File: src/rtl/wb_port_arbiter_pkg.sv
// Shared types and encodings for the writeback port arbiter.
// Build option: WB_STARVE_GUARD_EN enables the ALU starvation guard.
package wb_port_arbiter_pkg;

   localparam int unsigned RegAddrW = 5;
   localparam int unsigned DataW    = 32;
   localparam int unsigned CntW     = 4;

   localparam logic SEL_MEM = 1'b0;
   localparam logic SEL_ALU = 1'b1;

   typedef enum logic [1:0] {
      StIdle,
      StMem,
      StAlu,
      StForce
   } arb_state_e;

   typedef struct packed {
      logic [RegAddrW-1:0] rd;
      logic [DataW-1:0]    data;
   } wb_req_t;

endpackage

File: src/rtl/wb_port_arbiter_if.sv
// Writeback bus between the memory/ALU requesters, the arbiter and the register file.
interface wb_port_arbiter_if;
   import wb_port_arbiter_pkg::*;

   logic                mem_valid;
   logic                mem_ready;
   logic [RegAddrW-1:0] mem_rd;
   logic [DataW-1:0]    mem_data;
   logic                alu_valid;
   logic                alu_ready;
   logic [RegAddrW-1:0] alu_rd;
   logic [DataW-1:0]    alu_data;
   logic                rf_we;
   logic [RegAddrW-1:0] rf_waddr;
   logic [DataW-1:0]    rf_wdata;
   logic                rf_sel;
   logic [CntW-1:0]     pend_cnt;

   modport slave (
      input  mem_valid, mem_rd, mem_data, alu_valid, alu_rd, alu_data,
      output mem_ready, alu_ready, rf_we, rf_waddr, rf_wdata, rf_sel, pend_cnt
   );

   modport master (
      output mem_valid, mem_rd, mem_data, alu_valid, alu_rd, alu_data,
      input  mem_ready, alu_ready, rf_we, rf_waddr, rf_wdata, rf_sel, pend_cnt
   );

endinterface

File: src/rtl/wb_pend_fifo.sv
// Synchronous FIFO holding ALU writebacks that lost arbitration to memory.
module wb_pend_fifo
   import wb_port_arbiter_pkg::*;
#(
   parameter int unsigned Depth = 2
) (
   input  logic            clk_i,
   input  logic            rst_ni,
   input  logic            push_i,
   input  wb_req_t         wdata_i,
   input  logic            pop_i,
   output wb_req_t         rdata_o,
   output logic [CntW-1:0] count_o,
   output logic            full_o,
   output logic            empty_o
);

   localparam int unsigned PtrW = (Depth > 1) ? $clog2(Depth) : 1;
   localparam logic [PtrW-1:0] LastPtr  = PtrW'(Depth - 1);
   localparam logic [CntW-1:0] DepthCnt = CntW'(Depth);

   wb_req_t         mem_q [Depth];
   logic [PtrW-1:0] wr_ptr_q, wr_ptr_d, rd_ptr_q, rd_ptr_d;
   logic [CntW-1:0] count_q, count_d;
   logic            push_en, pop_en;

   always_comb begin
      full_o   = (count_q == DepthCnt);
      empty_o  = (count_q == '0);
      push_en  = push_i & ~full_o;
      pop_en   = pop_i & ~empty_o;
      wr_ptr_d = wr_ptr_q;
      rd_ptr_d = rd_ptr_q;
      count_d  = count_q;
      if (push_en) wr_ptr_d = (wr_ptr_q == LastPtr) ? '0 : wr_ptr_q + 1'b1;
      if (pop_en)  rd_ptr_d = (rd_ptr_q == LastPtr) ? '0 : rd_ptr_q + 1'b1;
      case ({push_en, pop_en})
         2'b10:   count_d = count_q + 1'b1;
         2'b01:   count_d = count_q - 1'b1;
         default: count_d = count_q;
      endcase
   end

   assign rdata_o = mem_q[rd_ptr_q];
   assign count_o = count_q;

   // Storage needs no reset: occupancy is tracked by count_q alone.
   always_ff @(posedge clk_i) begin
      if (push_en) mem_q[wr_ptr_q] <= wdata_i;
   end

   always_ff @(posedge clk_i or negedge rst_ni) begin
      if (!rst_ni) begin
         wr_ptr_q <= '0;
         rd_ptr_q <= '0;
         count_q  <= '0;
      end else begin
         wr_ptr_q <= wr_ptr_d;
         rd_ptr_q <= rd_ptr_d;
         count_q  <= count_d;
      end
   end

endmodule

File: src/rtl/wb_port_arbiter.sv
// Arbitrates memory and ALU writebacks onto one register-file write port.
// Build option: WB_STARVE_GUARD_EN forces a buffered ALU write after STARVE_MAX memory grants.
module wb_port_arbiter
   import wb_port_arbiter_pkg::*;
#(
   parameter int unsigned DEPTH      = 2,
   parameter int unsigned STARVE_MAX = 4
) (
   input logic               clk,
   input logic               rst_n,
   wb_port_arbiter_if.slave  bus
);

   wb_req_t             fifo_rdata, alu_req;
   logic                fifo_full, fifo_empty;
   logic [CntW-1:0]     pend_cnt;
   logic                alu_acc, mem_grant, pop, push, bypass, force_grant;
   arb_state_e          state_q, state_d;
   logic                wr_nz_q, wr_nz_d;
   logic [RegAddrW-1:0] rf_waddr_q, rf_waddr_d;
   logic [DataW-1:0]    rf_wdata_q, rf_wdata_d;
   logic                rf_sel_q, rf_sel_d;

`ifdef WB_STARVE_GUARD_EN
   localparam int unsigned StreakW = (STARVE_MAX > 0) ? $clog2(STARVE_MAX + 1) : 1;
   localparam logic [StreakW-1:0] StreakMax = StreakW'(STARVE_MAX);

   logic [StreakW-1:0] streak_q, streak_d;

   assign force_grant = (streak_q == StreakMax) && !fifo_empty;

   always_comb begin
      streak_d = streak_q;
      if ((pend_cnt == '0) || pop) begin
         streak_d = '0;
      end else if (mem_grant && (streak_q != StreakMax)) begin
         streak_d = streak_q + 1'b1;
      end
   end

   always_ff @(posedge clk or negedge rst_n) begin
      if (!rst_n) streak_q <= '0;
      else        streak_q <= streak_d;
   end
`else
   assign force_grant = 1'b0;
`endif

   assign alu_req   = '{rd: bus.alu_rd, data: bus.alu_data};
   assign alu_acc   = bus.alu_valid & ~fifo_full;
   assign mem_grant = bus.mem_valid & ~force_grant;
   assign pop       = ~mem_grant & ~fifo_empty;
   // An accepted ALU request skips the FIFO only when nothing older is waiting.
   assign bypass    = ~mem_grant & fifo_empty & alu_acc;
   assign push      = alu_acc & ~bypass;

   wb_pend_fifo #(
      .Depth (DEPTH)
   ) u_pend_fifo (
      .clk_i   (clk),
      .rst_ni  (rst_n),
      .push_i  (push),
      .wdata_i (alu_req),
      .pop_i   (pop),
      .rdata_o (fifo_rdata),
      .count_o (pend_cnt),
      .full_o  (fifo_full),
      .empty_o (fifo_empty)
   );

   always_comb begin
      state_d    = StIdle;
      wr_nz_d    = 1'b0;
      rf_waddr_d = rf_waddr_q;
      rf_wdata_d = rf_wdata_q;
      rf_sel_d   = rf_sel_q;
      if (mem_grant) begin
         state_d    = StMem;
         wr_nz_d    = |bus.mem_rd;
         rf_waddr_d = bus.mem_rd;
         rf_wdata_d = bus.mem_data;
         rf_sel_d   = SEL_MEM;
      end else if (pop) begin
         state_d    = force_grant ? StForce : StAlu;
         wr_nz_d    = |fifo_rdata.rd;
         rf_waddr_d = fifo_rdata.rd;
         rf_wdata_d = fifo_rdata.data;
         rf_sel_d   = SEL_ALU;
      end else if (bypass) begin
         state_d    = StAlu;
         wr_nz_d    = |bus.alu_rd;
         rf_waddr_d = bus.alu_rd;
         rf_wdata_d = bus.alu_data;
         rf_sel_d   = SEL_ALU;
      end
   end

   always_ff @(posedge clk or negedge rst_n) begin
      if (!rst_n) begin
         state_q    <= StIdle;
         wr_nz_q    <= 1'b0;
         rf_waddr_q <= '0;
         rf_wdata_q <= '0;
         rf_sel_q   <= SEL_MEM;
      end else begin
         state_q    <= state_d;
         wr_nz_q    <= wr_nz_d;
         rf_waddr_q <= rf_waddr_d;
         rf_wdata_q <= rf_wdata_d;
         rf_sel_q   <= rf_sel_d;
      end
   end

   // A grant to r0 still occupies the slot but must not write.
   assign bus.rf_we     = (state_q != StIdle) & wr_nz_q;
   assign bus.rf_waddr  = rf_waddr_q;
   assign bus.rf_wdata  = rf_wdata_q;
   assign bus.rf_sel    = rf_sel_q;
   assign bus.pend_cnt  = pend_cnt;
   assign bus.alu_ready = ~fifo_full;
   assign bus.mem_ready = ~force_grant;

endmodule

File: src/flat_wrapper.sv
// flat-port wrapper written by rule: the top's interface ports become plain ports
module wb_port_arbiter_flat import wb_port_arbiter_pkg::*;
#(
   parameter int unsigned DEPTH      = 2,
   parameter int unsigned STARVE_MAX = 4
)
  (clk, rst_n, bus_mem_valid, bus_mem_rd, bus_mem_data, bus_alu_valid, bus_alu_rd, bus_alu_data, bus_mem_ready, bus_alu_ready, bus_rf_we, bus_rf_waddr, bus_rf_wdata, bus_rf_sel, bus_pend_cnt);
  wb_port_arbiter_if bus_i ();
  input logic clk;
  input logic rst_n;
  input wire logic [$bits(bus_i.mem_valid)-1:0] bus_mem_valid;
  input wire logic [$bits(bus_i.mem_rd)-1:0] bus_mem_rd;
  input wire logic [$bits(bus_i.mem_data)-1:0] bus_mem_data;
  input wire logic [$bits(bus_i.alu_valid)-1:0] bus_alu_valid;
  input wire logic [$bits(bus_i.alu_rd)-1:0] bus_alu_rd;
  input wire logic [$bits(bus_i.alu_data)-1:0] bus_alu_data;
  output wire logic [$bits(bus_i.mem_ready)-1:0] bus_mem_ready;
  output wire logic [$bits(bus_i.alu_ready)-1:0] bus_alu_ready;
  output wire logic [$bits(bus_i.rf_we)-1:0] bus_rf_we;
  output wire logic [$bits(bus_i.rf_waddr)-1:0] bus_rf_waddr;
  output wire logic [$bits(bus_i.rf_wdata)-1:0] bus_rf_wdata;
  output wire logic [$bits(bus_i.rf_sel)-1:0] bus_rf_sel;
  output wire logic [$bits(bus_i.pend_cnt)-1:0] bus_pend_cnt;
  assign bus_i.mem_valid = bus_mem_valid;
  assign bus_i.mem_rd = bus_mem_rd;
  assign bus_i.mem_data = bus_mem_data;
  assign bus_i.alu_valid = bus_alu_valid;
  assign bus_i.alu_rd = bus_alu_rd;
  assign bus_i.alu_data = bus_alu_data;
  assign bus_mem_ready = bus_i.mem_ready;
  assign bus_alu_ready = bus_i.alu_ready;
  assign bus_rf_we = bus_i.rf_we;
  assign bus_rf_waddr = bus_i.rf_waddr;
  assign bus_rf_wdata = bus_i.rf_wdata;
  assign bus_rf_sel = bus_i.rf_sel;
  assign bus_pend_cnt = bus_i.pend_cnt;
  wb_port_arbiter #(.DEPTH(DEPTH), .STARVE_MAX(STARVE_MAX)) u_core (.clk(clk), .rst_n(rst_n), .bus(bus_i));
endmodule
File: config.mk
export PLATFORM = sky130hd
export DESIGN_NAME = wb_port_arbiter_flat
export DESIGN_NICKNAME = d
export VERILOG_FILES = /design/src/rtl/wb_port_arbiter_pkg.sv /design/src/rtl/wb_port_arbiter_if.sv /design/src/rtl/wb_pend_fifo.sv /design/src/rtl/wb_port_arbiter.sv /design/src/flat_wrapper.sv
export SDC_FILE = /design/constraint.sdc
export NUM_CORES = 1
export LEC_CHECK = 0
export CAP_MARGIN = 20
export CORE_UTILIZATION = 47
export CTS_BUF_LIST = sky130_fd_sc_hd__clkbuf_2
export DETAILED_ROUTE_END_ITERATION = 10
export MAX_ROUTING_LAYER = met4
export PLACE_DENSITY = 0.8
export RECOVER_POWER = 25
export SLEW_MARGIN = 20
export SYNTH_ARGS = -nofsm -noshare
export SYNTH_HDL_FRONTEND = slang
export SYNTH_HIERARCHICAL = 1
export SYNTH_SLANG_ARGS = --single-unit
File: constraint.sdc
create_clock -name clk -period 3.2 [get_ports clk]
set_clock_uncertainty 0.05 [all_clocks]
set_input_delay 0.64 -clock clk [delete_from_list [all_inputs] [get_ports clk]]
set_output_delay 0.64 -clock clk [all_outputs]
set_load 0.02 [all_outputs]
; Yosys cells after proc, flatten, opt, wreduce, memory -nomap -nowiden
; Memories as Yosys holds them, arrays and structs flattened.
; Index checks and enable logic that the tools add are counted.
[classes]
eq_ne = 3
bitwise = 12
n_reduce_logical = 7
add_sub_neg = 4
mux = 20
[op_table]
columns = cell, n
row1 = $mux 32, 3
row2 = $mux 5, 3
row3 = $reduce_or 5->1, 3
row4 = $mux 1, 10
row5 = $and 1x1->1, 8
row6 = $pmux 4 s2, 1
row7 = $mux 2, 3
row8 = $add 4x1->4 const B, 1
row9 = $eq 4x2->1 const B, 1
row10 = $logic_not 4->1, 1
row11 = $not 1->1, 4
row12 = $reduce_bool 2->1, 2
row13 = $sub 4x1->4 const B, 1
row14 = $reduce_bool 3->1, 1
row15 = $add 1x1->1 const B, 2
row16 = $eq 2x1->1 const B, 1
row17 = $eq 2x2->1 const B, 1
[totals]
mem_bits_rw = 74
output_inout_bits = 45
n_memories = 1
word_cells = 55
in_bits = 78
ff_bits = 47
[memory_table]
columns = name, depth, width, rd, rd_clocked_by_memory_dff, wr, line
row1 = u_core.u_pend_fifo.mem_q, 2, 37, 1, 0, 1, wb_pend_fifo.sv:22  ; wb_req_t mem_q [Depth];

; Longest topological paths before layout
[depth]
ltp_word = 9
depth_mapped = 12

; Modules after synthesis
; The synthesis kept the hierarchy.
[modules_own_cells]
columns = module, cells_each, n_inst, area_per_inst_um2
row1 = wb_pend_fifo, 156, 1, 3084.2
row2 = wb_port_arbiter, 224, 1, 2363.5

; Least setup slack after synthesis
; OpenSTA, ideal clock, no wires.
[synth_timing]
path_kind = reg2reg
startpoint = reg u_core.u_pend_fifo.count_q[0] (netlist: u_core/u_pend_fifo/count_o[0])
endpoint = mem u_core/u_pend_fifo/mem_q[0][0] (netlist name) (enable)
path_stages_with_launch = 9
setup_time_ns = 0.431
t_arrival_ns = 3.058
setup_slack_ns = -0.339
n_path_buf = 3
cell_sequence = dfrtp_1 -> nor4_1 -> buf_2 -> buf_6 -> buf_6 -> nor2b_1 -> nor2_1 -> nand2_4 -> nor2_1
[synth_between]
elab_cells_between_ends = 11
[synth_rtl]
columns = element, line
row1 = "start, declared", wb_pend_fifo.sv:24  ; logic [CntW-1:0] count_q, count_d;
row2 = "start signal, assigned", wb_pend_fifo.sv:60  ; count_q <= count_d;
row3 = $logic_not 4->1, wb_pend_fifo.sv:29  ; empty_o = (count_q == '0);
row4 = net u_core.fifo_empty, wb_port_arbiter.sv:15  ; logic fifo_full, fifo_empty;
row5 = $and 1x1->1 (2 in series), wb_port_arbiter.sv:54  ; assign bypass = ~mem_grant & fifo_empty & alu_acc;
row6 = $not 1->1, wb_port_arbiter.sv:55  ; assign push = alu_acc & ~bypass;
row7 = $and 1x1->1, wb_port_arbiter.sv:55
row8 = net u_core.push, wb_port_arbiter.sv:17  ; logic alu_acc, mem_grant, pop, push, bypass, force_grant;
row9 = $and 1x1->1, wb_pend_fifo.sv:30  ; push_en = push_i & ~full_o;
row10 = $mux 1, wb_pend_fifo.sv:49  ; if (push_en) mem_q[wr_ptr_q] <= wdata_i;
row11 = $mux 1 (not written as such), wb_pend_fifo.sv:49
row12 = "end, declared", wb_pend_fifo.sv:22
; The timed path passes the listed nets, and every way through them passes these cells.

; Worst setup path after layout
[layout_timing]
startpoint = reg u_core.u_pend_fifo.count_q[0] (netlist: u_core/u_pend_fifo/count_o[0])
endpoint = reg u_core.u_pend_fifo.count_q[3] (netlist: u_core/u_pend_fifo/count_o[3])
[layout_between]
elab_chain_cells = 9
elab_cells_between_ends = 18
[layout_lines]
columns = element, line
row1 = $eq 4x2->1 (*), wb_pend_fifo.sv:28  ; full_o = (count_q == DepthCnt);
row2 = net u_core.fifo_full, wb_port_arbiter.sv:15
row3 = $not 1->1 (*), wb_port_arbiter.sv:50  ; assign alu_acc = bus.alu_valid & ~fifo_full;
row4 = $and 1x1->1 (*), wb_port_arbiter.sv:50
row5 = $and 1x1->1, wb_port_arbiter.sv:54
row6 = $not 1->1, wb_port_arbiter.sv:55
row7 = $and 1x1->1 (*), wb_port_arbiter.sv:55
row8 = net u_core.push, wb_port_arbiter.sv:17
row9 = $and 1x1->1 (*), wb_pend_fifo.sv:30
row10 = $eq 2x1->1 / $eq 2x2->1 (equally long branches), wb_pend_fifo.sv:37  ; case ({push_en, pop_en})
row11 = $pmux 4 s2 / $reduce_bool 2->1 (equally long branches), n/a
; Mark *: on every way through the listed nets, which the timed path passes. The rest lies on a longest branch.
; A chain may end at the register's enable or synchronous reset.

==> summary.md <==
| Metric | Value |
|---|---|
| Status | `completed` |
| Post-DP HPWL | `roughly 8200 um` |
| Post-synthesis register bit count | `~120` |
| Sequential share of the synthesized area | `62.4%` |
| First-pass DRT Iterations | `5` |
| Count of final hold-check violations | `0` |
| Worst Setup EP | `u_core/u_pend_fifo/count_o[3]` |
| Fmax | `roughly 330 MHz` |
| FF-to-FF Start | `u_core/u_pend_fifo/count_o[0]` |
| Core box area | `between 10,000 and 15,000 um2` |
| Avg Cell Area, Syn | `about 14 um2` |
| Port buffer count | `121` |
| R2r setup slk | `about 140 ps` |
| H-tree depth | `4` |
| Share of cells above drive strength 1 | `about 24%` |
| Internal power | `3.75 mW` |
| Gpl congestion | `0.765` |
| Largest buffer count on any clock path | `2` |
| Via count | `~3,600` |
| Clock root buffer | `clkbuf_2` |
| Initial antenna violation count | `1` |
| Via-per-instance ratio | `around 5.3` |
| Slew Viols, Final | `0` |
| Die width | `between 100 and 150 um` |
| HP Class | `input pin to flop` |
| Leak | `between 2 and 3 nW` |
| CTS Sinks | `121` |
| CP max FO | `7` |
| GR Util All Layers | `around 22%` |
| Die area | `between 10,000 and 15,000 um2` |
| Inserted Clock Buffers | `17` |
| Crit path DAT | `3530 ps` |
| Async SR Flop Fraction | `just under 40%` |
| First-pass GRT wire length | `roughly 18,000 um` |
| Most used DFF post-synth | `edfxtp_1` |
| Cells after synthesis | `380` |
| Clk Latency, worst-skew pair | `630 ps` |
| Unrepaired setup endpoints after global routing | `no` |
| Netlist cell types | `40` |
| Worst reg2reg path depth | `10` |
| Final period util | `around 96%` |
| Boundary Pins | `around 120` |
| GRT overflow | `0` |
| Clock transition at path regs | `170 ps` |
| Remaining DRCs | `0` |
| Vias in the first global route | `3,682` |
| Crit path kind | `flop to flop` |
| Worst Setup Start Kind | `flop` |
| Row count | `38` |
| P_sw | `~1.9 mW` |
| Final hold slack | `about 300 ps` |
| Cell Area, Synth | `between 5000 and 6000 um2` |
| Sw Share | `between 30% and 40%` |
| Area grow syn2layout | `29.8%` |
| Final ANT Viol Nets | `0` |
| Fin nets | `between 500 and 600` |
| Most frequent cell after synthesis | `edfxtp_1` |
| Final setup fails | `0` |
| Worst Setup SP | `u_core/u_pend_fifo/count_o[0]` |
| Synth Warn # | `6` |
| Critical path endpoint category | `flop` |
| Height of the chip | `110 um` |
| Synth area leader | `edfxtp_1` |
| Number of flops mapped to enable cells by yosys | `74` |
| Post-place setup slack | `11.5 ps` |
| TritonCTS clock tree | `built` |
| Syn nets | `462` |
| Top post-synthesis cells by count | `edfxtp_1, mux2_2, dfrtp_1` |
| P per Cell Area | `roughly 800 nW/um2` |
| Power share of the combinational group | `around 41%` |
| Final setup TNS | `0 ps` |
| Area contributors post-synth | `edfxtp_1, dfrtp_1, mux2_2` |
| Final core utilization | `63.8%` |
| Seq pwr share | `42.4%` |
| DR WL/cell | `~18 um` |
| Maximum VDD drop | `about 0.55 mV` |
| Iter 0 DRT Violations | `around 190` |
| Reg2reg end | `u_core/u_pend_fifo/count_o[3]` |
| Final wirelength | `approximately 12,000 um` |
| Max-cap violation count | `0` |
| Clock power frac | `16.5%` |
| Hold Crit Start | `bus_mem_valid` |
| Initial Utilization | `about half` |
| Required time of the critical path | `about 3700 ps` |
| Worst Tran Pin Value | `~700 ps` |
| Final Power | `5.66 mW` |
| Pin count of the biggest net entering global routing | `79` |
| Period minus WS final | `around 3100 ps` |
| Rel. slew slack | `a little over half` |
| Post-synth top area share | `roughly 40%` |
| Setup ws final | `~140 ps` |
## worst max-delay path, stage by stage (launching register included)
cell      delay, ps
dfrtp_2         510
or4b_4          600
inv_1            80
nand2b_1        120
nor2_1           70
nand2_4          90
ha_1            230
ha_1            310
or4b_1          560
o311ai_0        190
o211ai_1        140
## layout make-up
cell class	instances	area, um2
well taps	140	175
repair buffers	138	1330
clock inverters	13	135
fillers	862	4010
multi-input cells	229	1900
diodes	1	2.50
inverters	8	30.0
flip-flops and latches	121	3400
clock buffers	19	95.1
## registers in the layout, indices dropped and copies added (netlist names)
signal and cells:
u_core/bus.rf_sel 1, u_core/bus.rf_waddr 5, u_core/bus.rf_wdata 32, u_core/state_q 2, u_core/u_pend_fifo/count_o 4, u_core/u_pend_fifo/mem_q 74
u_core/u_pend_fifo/rd_ptr_q 1, u_core/u_pend_fifo/wr_ptr_q 1, u_core/wr_nz_q 1
## routing by layer
metal  vias to the layer above  global-route usage, %  part of all wire [%]  wire length (um)
met5                         -                      -                     0                 0
met4                         0                   7.33                   1.1               129
met3                        13                   7.82                   7.4               866
met1                      1746                   24.5                    43              5010
li1                       1683                      -                     -                 -
met2                       119                   35.6                    49              5730
## what timing repair did
action / in CTS / in global routing
hold buffers: 1 / 0
cloned: 0 / 0
endpoints found under the setup margin: 1 / 1
endpoints found under the hold margin: 17 / 0
setup buffers: 0 / 0
gates resized for setup: 2 / 1
## through the flow
step	cells	cell area (um2)
3_3_place_gp	635	6820
2_1_floorplan	380	5450
6_report	669	7070
3_5_place_dp	635	6820
5_1_grt	669	7070
4_1_cts	668	7060
## cell families (layout without fill, tap and decap cells)
| group | Yosys count | count (layout) | share of synthesized area, % |
|---|---|---|---|
| flip-flops | 121 | 121 | 62.4 |
| multiplexers | 110 | 110 | 21.9 |
| AND/OR/NAND/NOR | 60 | 60 | 5.65 |
| AO/OA/AOI/OAI | 50 | 50 | 5.24 |
| buffers and inverters | 30 | 178 | 3.08 |
| adder cells (fa/ha/maj) | 4 | 4 | 1.06 |
| XOR/XNOR | 4 | 4 | 0.643 |
| other | 1 | 2 | 0.0688 |
## power groups by stage
| stage | clock, mW | sequential (mW) | combinational [mW] |
|---|---|---|---|
| final | 0.936 | 2.40 | 2.32 |
| after global routing | 1.05 | 2.45 | 2.50 |
| after CTS | 0.977 | 2.39 | 2.34 |
| after detailed placement | 0 | 2.43 | 2.33 |
| after global placement | 0 | 2.39 | 2.25 |
| after floorplan | 0 | 2.58 | 1.27 |
## worst min-delay path by stage
stage / to / slack, ps / cells after the start
CTS: u_core/bus.rf_waddr[0] / 200 / 4
finish: u_core/bus.rf_waddr[0] / 300 / 4
global placement: u_core/bus.rf_wdata[29] / 430 / 1
detailed placement: u_core/bus.rf_wdata[29] / 440 / 1
floorplan: u_core/bus.rf_sel / 290 / 0
global route: u_core/bus.rf_waddr[0] / 210 / 4
## placed cells by master (no fill, tap or decap), types with 2 or more instances in the layout
master           count
a21oi_1              3
a22oi_1              3
buf_2                2
buf_4               16
bufinv_16            3
clkbuf_2            19
clkdlybuf4s50_1     82
clkinv_1             4
clkinv_2             6
dfrtp_1             45
dfrtp_2              2
dlygate4sd3_1       37
edfxtp_1            74
ha_1                 3
inv_1                8
mux2_2              72
mux2i_1             37
nand2_1             36
nand3_1              2
nor2_1               2
nor2b_1              2
nor3_1               2
nor3b_1              3
nor4_1               2
o21ai_0             38
or4_1                2
xnor2_1              2
xor2_1               2
Power figures use the tool's default switching activity.
